File: src/rtl/dmem_if.sv
// Datapath-to-data-memory bus: load/store request from the memory stage, load data and stall back.
interface dmem_if;
    logic [31:0] a;
    logic [31:0] wd;
    logic        we;
    logic        re;
    logic [31:0] rd;
    logic        stall;
    logic        err;

    modport master (output a, wd, we, re, input rd, stall, err);
    modport slave  (input a, wd, we, re, output rd, stall, err);
endinterface

File: src/rtl/dmem_ctrl.sv
// Data memory controller: word RAM with multi-cycle reads, pipeline stall and sticky error flag.
// Optional DMEM_MMIO_EN maps an LED register and the cycle counter at 0xFFFFFF00/0xFFFFFF04.
module dmem_ctrl #(
    parameter int unsigned DEPTH   = 64,
    parameter int unsigned LATENCY = 2
) (
    input  logic   clk,
    input  logic   reset,
    dmem_if.slave  bus
);
    localparam int unsigned IDX_W = $clog2(DEPTH);
    localparam int unsigned CNT_W = (LATENCY > 1) ? $clog2(LATENCY) : 1;
`ifdef DMEM_MMIO_EN
    localparam logic [31:0] LED_ADDR = 32'hFFFF_FF00;
    localparam logic [31:0] CYC_ADDR = 32'hFFFF_FF04;
`endif

    typedef enum logic [1:0] {IDLE, WAIT, DONE} state_t;

    state_t             state_q, state_d;
    logic [CNT_W-1:0]   cnt_q, cnt_d;
    logic [31:0]        addr_q, addr_d;
    logic [31:0]        rd_q, rd_d;
    logic               err_q, err_d;
    logic [31:0]        cyc_q;
    logic [31:0]        mem_q [DEPTH];

    logic               stall_c;
    logic               mem_we_c;
    logic               led_we_c;
    logic               aligned_c;
    logic [31:0]        rdata_c;

`ifdef DMEM_MMIO_EN
    logic [31:0]        led_q;

    always_ff @(posedge clk or posedge reset) begin
        if (reset)         led_q <= 32'd0;
        else if (led_we_c) led_q <= bus.wd;
    end

    always_comb begin
        if (addr_q == LED_ADDR)      rdata_c = led_q;
        else if (addr_q == CYC_ADDR) rdata_c = cyc_q;
        else                         rdata_c = mem_q[addr_q[IDX_W+1:2]];
    end
`else
    logic unused_bits;
    assign unused_bits = ^{cyc_q, led_we_c, addr_q[31:IDX_W+2], addr_q[1:0], bus.a[31:IDX_W+2]};
    assign rdata_c     = mem_q[addr_q[IDX_W+1:2]];
`endif

    assign aligned_c = (bus.a[1:0] == 2'b00);

    always_comb begin
        state_d  = state_q;
        cnt_d    = cnt_q;
        addr_d   = addr_q;
        rd_d     = rd_q;
        err_d    = err_q;
        stall_c  = 1'b0;
        mem_we_c = 1'b0;
        led_we_c = 1'b0;
        case (state_q)
            IDLE: begin
                if ((bus.we || bus.re) && !aligned_c) begin
                    err_d = 1'b1;
                end else if (bus.we) begin
                    // a combined store+load performs the store only and flags the conflict
                    err_d = bus.re ? 1'b1 : err_q;
`ifdef DMEM_MMIO_EN
                    if (bus.a == LED_ADDR)      led_we_c = !reset;
                    else if (bus.a != CYC_ADDR) mem_we_c = !reset;
`else
                    mem_we_c = !reset;
`endif
                end else if (bus.re) begin
                    stall_c = 1'b1;
                    addr_d  = bus.a;
                    cnt_d   = CNT_W'(LATENCY - 1);
                    state_d = WAIT;
                end
            end
            WAIT: begin
                stall_c = 1'b1;
                if (cnt_q == '0) begin
                    rd_d    = rdata_c;
                    state_d = DONE;
                end else begin
                    cnt_d = cnt_q - CNT_W'(1);
                end
            end
            DONE: state_d = IDLE;
            default: state_d = IDLE;
        endcase
    end

    always_ff @(posedge clk or posedge reset) begin
        if (reset) begin
            state_q <= IDLE;
            cnt_q   <= '0;
            addr_q  <= 32'd0;
            rd_q    <= 32'd0;
            err_q   <= 1'b0;
            cyc_q   <= 32'd0;
        end else begin
            state_q <= state_d;
            cnt_q   <= cnt_d;
            addr_q  <= addr_d;
            rd_q    <= rd_d;
            err_q   <= err_d;
            cyc_q   <= cyc_q + 32'd1;
        end
    end

    // RAM has no reset; contents survive reset and aborted reads
    always_ff @(posedge clk) begin
        if (mem_we_c) mem_q[bus.a[IDX_W+1:2]] <= bus.wd;
    end

    assign bus.stall = stall_c & ~reset;
    assign bus.rd    = rd_q;
    assign bus.err   = err_q;
endmodule

File: src/flat_wrapper.sv
// flat-port wrapper written by rule: the top's interface ports become plain ports
module dmem_ctrl_flat 
#(
    parameter int unsigned DEPTH   = 64,
    parameter int unsigned LATENCY = 2
)
  (clk, reset, bus_a, bus_wd, bus_we, bus_re, bus_rd, bus_stall, bus_err);
  dmem_if bus_i ();
  input  logic clk;
  input  logic reset;
  input wire logic [$bits(bus_i.a)-1:0] bus_a;
  input wire logic [$bits(bus_i.wd)-1:0] bus_wd;
  input wire logic [$bits(bus_i.we)-1:0] bus_we;
  input wire logic [$bits(bus_i.re)-1:0] bus_re;
  output wire logic [$bits(bus_i.rd)-1:0] bus_rd;
  output wire logic [$bits(bus_i.stall)-1:0] bus_stall;
  output wire logic [$bits(bus_i.err)-1:0] bus_err;
  assign bus_i.a = bus_a;
  assign bus_i.wd = bus_wd;
  assign bus_i.we = bus_we;
  assign bus_i.re = bus_re;
  assign bus_rd = bus_i.rd;
  assign bus_stall = bus_i.stall;
  assign bus_err = bus_i.err;
  dmem_ctrl #(.DEPTH(DEPTH), .LATENCY(LATENCY)) u_core (.clk(clk), .reset(reset), .bus(bus_i));
endmodule
File: config.mk
export PLATFORM = sky130hd
export DESIGN_NAME = dmem_ctrl_flat
export DESIGN_NICKNAME = d
export VERILOG_FILES = /design/src/rtl/dmem_if.sv /design/src/rtl/dmem_ctrl.sv /design/src/flat_wrapper.sv
export SDC_FILE = /design/constraint.sdc
export NUM_CORES = 2
export LEC_CHECK = 0
export BUFFER_PORTS_ARGS = -buffer_cell sky130_fd_sc_hd__buf_4
export CAP_MARGIN = 10
export CORE_UTILIZATION = 45
export CTS_BUF_LIST = sky130_fd_sc_hd__clkbuf_8
export DETAILED_ROUTE_END_ITERATION = 7
export GPL_TIMING_DRIVEN = 1
export PLACE_DENSITY = 0.58
export SYNTH_ARGS = -nofsm -noshare
export SYNTH_HDL_FRONTEND = slang
export SYNTH_SLANG_ARGS = --single-unit
File: constraint.sdc
create_clock -name clk -period 2.85 [get_ports clk]
set_input_delay 0.1425 -clock clk [delete_from_list [all_inputs] [get_ports clk]]
set_output_delay 0.1425 -clock clk [all_outputs]
set_load 0.02 [all_outputs]
* After elaboration in Yosys (flattened, before gate mapping)
Memory sizes are Yosys's and may differ from the RTL's. A register that Yosys moved wholly into a read port is not among the register bits.
Index checks and enable logic that the tools add are counted.
** Storage, ports and cells
- Logic and storage cells :: 51
- ROM bits :: 0
- Bits in latches :: 0
- Output and inout port bits :: 34
- Input bits :: 68
- Memories kept :: 1
- Bits in writable memories :: 2048
- Bits in registers :: 12
** Cells by class
- Muxes and demuxes :: 21
- Magnitude comparators :: 0
- Bitwise logic cells :: 5
- $mul :: 0
- $add $sub $neg :: 1
- Reductions and logical operators :: 14
- Shift-type cells :: 0
- Eq/ne operators :: 5
- Divide/modulo/power cells :: 0
** Memory list
- u_core.mem_q :: words 64, bits a word 32, rd ports 1, clocked after memory_dff 1, write ports 1, line dmem_ctrl.sv:26 : logic [31:0] mem_q [DEPTH];
** Operators with widths (count)
- $mux 1 :: 14
- $reduce_and 4->1 :: 3
- $mux 2 :: 4
- $ne 2x2->1 const B :: 4
- $reduce_bool 2->1 :: 3
- $logic_not 2->1 :: 2
- $not 1->1 :: 4
- $pmux 1 s2 :: 2
- $pmux 2 s2 :: 1
- $reduce_and 3->1 :: 1
- $eq 2x1->1 const B :: 1
- $logic_not 1->1 :: 2
- $reduce_and 2->1 :: 1
- $and 1x1->1 :: 1
- $logic_and 1x1->1 :: 1
- $logic_or 1x1->1 :: 1
- $sub 1x1->1 const B :: 1

* Depth between registers and ports, before layout
- Word-level depth :: 7
- Depth in mapped cells :: 10
- Mapped depth without buffers :: 6

* Worst setup path after synthesis
No wires, ideal clock.
- Path kind :: input to register
- Start point :: in reset
- End point :: mem u_core.mem_q[54][0] (enable)
- Arrival time :: 3.144 ns
- Data required time :: 2.429 ns
- Path buffers :: 0
- Setup slack :: -0.715 ns
- Stages :: 5
- Setup time :: 0.421 ns
- Cell sequence :: inv_1 -> nand4_1 -> nor2_1 -> nand3_1 -> nor2_1
** Between the ends
- Word-level cells in the longest chain between the ends :: 6
** Ends and longest elaborated chain
- start, declared :: line flat_wrapper.sv:10 : input logic reset;
- $logic_not 1->1 :: line dmem_ctrl.sv:75 : mem_we_c = !reset;
- $mux 1 :: line dmem_ctrl.sv:68 : end else if (bus.we) begin
- $mux 1 :: line dmem_ctrl.sv:66 : if ((bus.we || bus.re) && !aligned_c) begin
- $mux 1 :: line dmem_ctrl.sv:64 : case (state_q)
- $mux 1 :: line dmem_ctrl.sv:118 : if (mem_we_c) mem_q[bus.a[IDX_W+1:2]] <= bus.wd;
- $mux 1 (not written as such) :: line dmem_ctrl.sv:118
- end, declared :: line dmem_ctrl.sv:26
No other way between the ends.

==> flow_summary.yaml <==
global_routing:
  antenna_found_initial: 9
  grt.busiest_layer: "met2"
  grtUsageTotal_pct: 21.5
  grt_max_degree: 65
  grt_pass1_wl_mm: 281
  grt_pass1_vias: 41000
  use_met2_pct: 36.0
  met1_usage_pct: 28.7
  grt_overflow: 0
  grtUsageMet3_pct: 3.86
timing:
  period_needed_ns: 2.86
  setup_slack_ns: -0.00723
  tns_ns: -0.00723
  tightest_slew_ns: 0.837
  min_period_over_period_pct: 100
  fin_skew_ns: 0.0621
  max_freq_mhz: 350
  finalSetupViolCount: 1
  rsz0062_at_grt: "true"
  hold_viol_final: 0
  relSlewSlack_pct: 44.1
  drv_slew: 0
synth:
  synth_compound_area_share_pct: 4.25
  yosys.area_share.xor_xnor_pct: 0
  synthAdderAreaFrac_pct: 0
  synthTopCellsByArea: "edfxtp_1 (77%), mux4_2 (9.0%), mux2i_1 (5.2%), a22oi_1 (1.5%), dfrtp_1 (1.3%)"
  yosys.area.top_type_share_pct: 76.9
  synth.ff_latch_count: 2090
  synthArstFlopShare_pct: 2.01
  synth_flop_cell: "edfxtp_1"
  synth.most_common_cell: "edfxtp_1"
  synth.avg_cell_area_um2: 21.1
  synth_edf_count: 2048
  netlist_area_um2: 80000
  syn-num-nets: 3852
  netlist_top_cells_count: "edfxtp_1 (2048), mux2i_1 (416), mux4_2 (320)"
  synth_mux_area_share_pct: 14.8
  synth_top_family_by_area: "multiplexers"
  yosys.area.top_type: "edfxtp_1"
  synth_simple_gate_area_share_pct: 1.48
  synth_cells: 3784
  ys_seq_area_share_pct: 78.2
  ys_types: 36
  ys_warn_count: 0
routing:
  avgRoutedWirePerCell_um: 27.6
  drt_pre_antenna_iters: 5
  route.vias.total: 39600
  ant_nets: 0
  route.detailed.drc: 0
  drt-total-wl_mm: 192
  vias_per_cell: 5.68
  drt-initial-drc-count: 3570
floorplanning:
  dieArea_um2: 179000
  initial_utilization_pct: 45.4
  pin_count: 102
  die_h_um: 424
  core_area_um2: 176000
  die_x_um: 424
  rows: 154
status:
  status: "complete, but fails checks"
  violations: "negative setup slack"
worst_setup_path:
  end_kind: "flop"
  cp.arrival_ns: 3.76
  startpoint_type: "flop"
  cp_max_fo: 11
  worst-setup-path-type: "flop to flop"
  rrSetupSlack_ns: -0.007
  crit_required_ns: 3.75
clock_tree:
  cts_tree: "done"
  numClockSinks: 2090
  clock_latency_ns: 1.05
  root_buffer: "clkbuf_8"
  htree_levels: 5
  clkSlewWorstSetupHoldPaths_ns: 0.06
  cts_buffers: 346
  clock_path_buffers: 4
layout:
  area_growth_syn_to_layout_pct: 17.0
  nets: 4448
  stdcell_count: 6967
  fin_util_pct: 53.1
  fin_area_um2: 93600
  layout-drive-gt1-share_pct: 27.2
placement:
  place_ws_ns: -0.0709
  port_buffers: 77
  place_hpwl_mm: 108
  place_congestion: 0.780
  placed_area_um2: 86700
  place_inst: 6298
job:
  cap_violations: 0
pwr:
  power_per_cell_area_nw_per_um2: 756
  ir_drop_uv: 370
  cellLeakagePower_nw: 30.7
worst_hold_path:
  hold_class: "primary input to flop"
## logic make-up after synthesis
kind of cell / count (synthesis)
DFF: 2090
muxes: 774
AOI/OAI and AO/OA: 454
and+or+nand+nor: 234
buffers and inverters: 232
## state kept, by name (all words and copies together) (netlist names)
name and count:
u_core.bus.err 1, u_core.cnt_q 1, u_core.mem_q 2048, u_core.bus.rd 32, u_core.addr_q 6, u_core.state_q 2
## layer usage
metal	share of wire (%)	wire (um)
met1	42	81200
met4	2.5	4730
met5	0	0
met3	4.9	9380
met2	50	96900
## worst paths after layout
kind / startpoint / endpoint / cells past startpoint
min in group asynchronous: reset / u_core.state_q[0]$_DFFE_PP0P_ / 5
hold reg to reg: u_core.bus.rd[15]$_DFFE_PP0P_ / u_core.bus.rd[15]$_DFFE_PP0P_ / 1
max in group asynchronous: reset / u_core.addr_q[6]$_DFFE_PP0P_ / 5
setup / recovery: u_core.addr_q[2]$_DFFE_PP0P_ / u_core.bus.rd[6]$_DFFE_PP0P_ / 7
setup reg to reg: u_core.addr_q[2]$_DFFE_PP0P_ / u_core.bus.rd[6]$_DFFE_PP0P_ / 7
hold / removal: bus_wd[8] / u_core.mem_q[61][8]$_DFFE_PP_ / 2
## cells in the final DEF, fill, tap and decap left out, types with 3 or more instances in the layout
| cell type | synthesis | routed |
|---|---|---|
| a2111oi_0 | 32 | 24 |
| a2111oi_1 | 0 | 6 |
| a211oi_1 | 64 | 64 |
| a221o_1 | 32 | 32 |
| a22o_1 | 32 | 32 |
| a22oi_1 | 160 | 160 |
| a31oi_1 | 32 | 30 |
| buf_12 | 0 | 98 |
| buf_16 | 0 | 4 |
| buf_4 | 2 | 311 |
| clkbuf_8 | 0 | 365 |
| clkinv_1 | 0 | 52 |
| clkinv_2 | 0 | 20 |
| clkinvlp_4 | 0 | 4 |
| dfrtp_1 | 42 | 37 |
| dfrtp_4 | 0 | 3 |
| diode_2 | 0 | 5 |
| dlygate4sd3_1 | 0 | 60 |
| edfxtp_1 | 2048 | 2048 |
| inv_1 | 5 | 150 |
| mux2_2 | 36 | 36 |
| mux2i_1 | 416 | 416 |
| mux4_2 | 320 | 320 |
| nand2_1 | 9 | 8 |
| nand2b_1 | 5 | 3 |
| nand3_1 | 35 | 35 |
| nand3b_1 | 4 | 4 |
| nor2_1 | 73 | 7 |
| nor2_4 | 0 | 66 |
| nor2b_1 | 69 | 66 |
| nor2b_4 | 0 | 3 |
| nor3_1 | 33 | 33 |
| o211ai_1 | 32 | 32 |
| o21ai_0 | 34 | 34 |
| o22ai_1 | 33 | 23 |
| o22ai_2 | 0 | 10 |
## power breakdown
| group | internal [mW] | switching [mW] | total, mW |
|---|---|---|---|
| sequential | 34.0 | 0.531 | 34.5 |
| combinational | 6.06 | 6.92 | 13.0 |
| clock | 11.9 | 11.3 | 23.2 |
| total | 52.0 | 18.8 | 70.7 |
## per-stage QoR
stage               total power, mW  hold WS [ns]
floorplan                      42.3         0.138
global placement               47.8         0.381
detailed placement             47.9         0.382
CTS                            71.4         0.129
global route                   73.5         0.192
finish                         70.7         0.204
## worst max-delay path, stage by stage (launching register included)
cell,delay [ns]
dfrtp_4,0.61
buf_12,0.21
buf_12,0.15
mux4_2,0.50
mux4_2,0.54
o22ai_1,0.31
nor3_1,0.09
a221o_1,0.28
## layout make-up
| type | instances | area (um^2) |
|---|---|---|
| fill | 13800 | 82700 |
| tap | 2340 | 2930 |
| timing repair buffer | 475 | 5050 |
| clock inverter | 225 | 946 |
| antenna | 5 | 12.5 |
| inverter | 5 | 22.5 |
| multi-input combinational | 1462 | 17000 |
| clock buffer | 365 | 5020 |
| sequential | 2090 | 62600 |
## what timing repair did
item	CTS	global route
hold buffers	60	0
hold endpoints to repair	2458	0
endpoints found under the setup margin	11	27
cloned	2	0
setup buffers	1	11
gates resized for setup	12	15
Note: power is estimated with default switching activity, not from simulation.
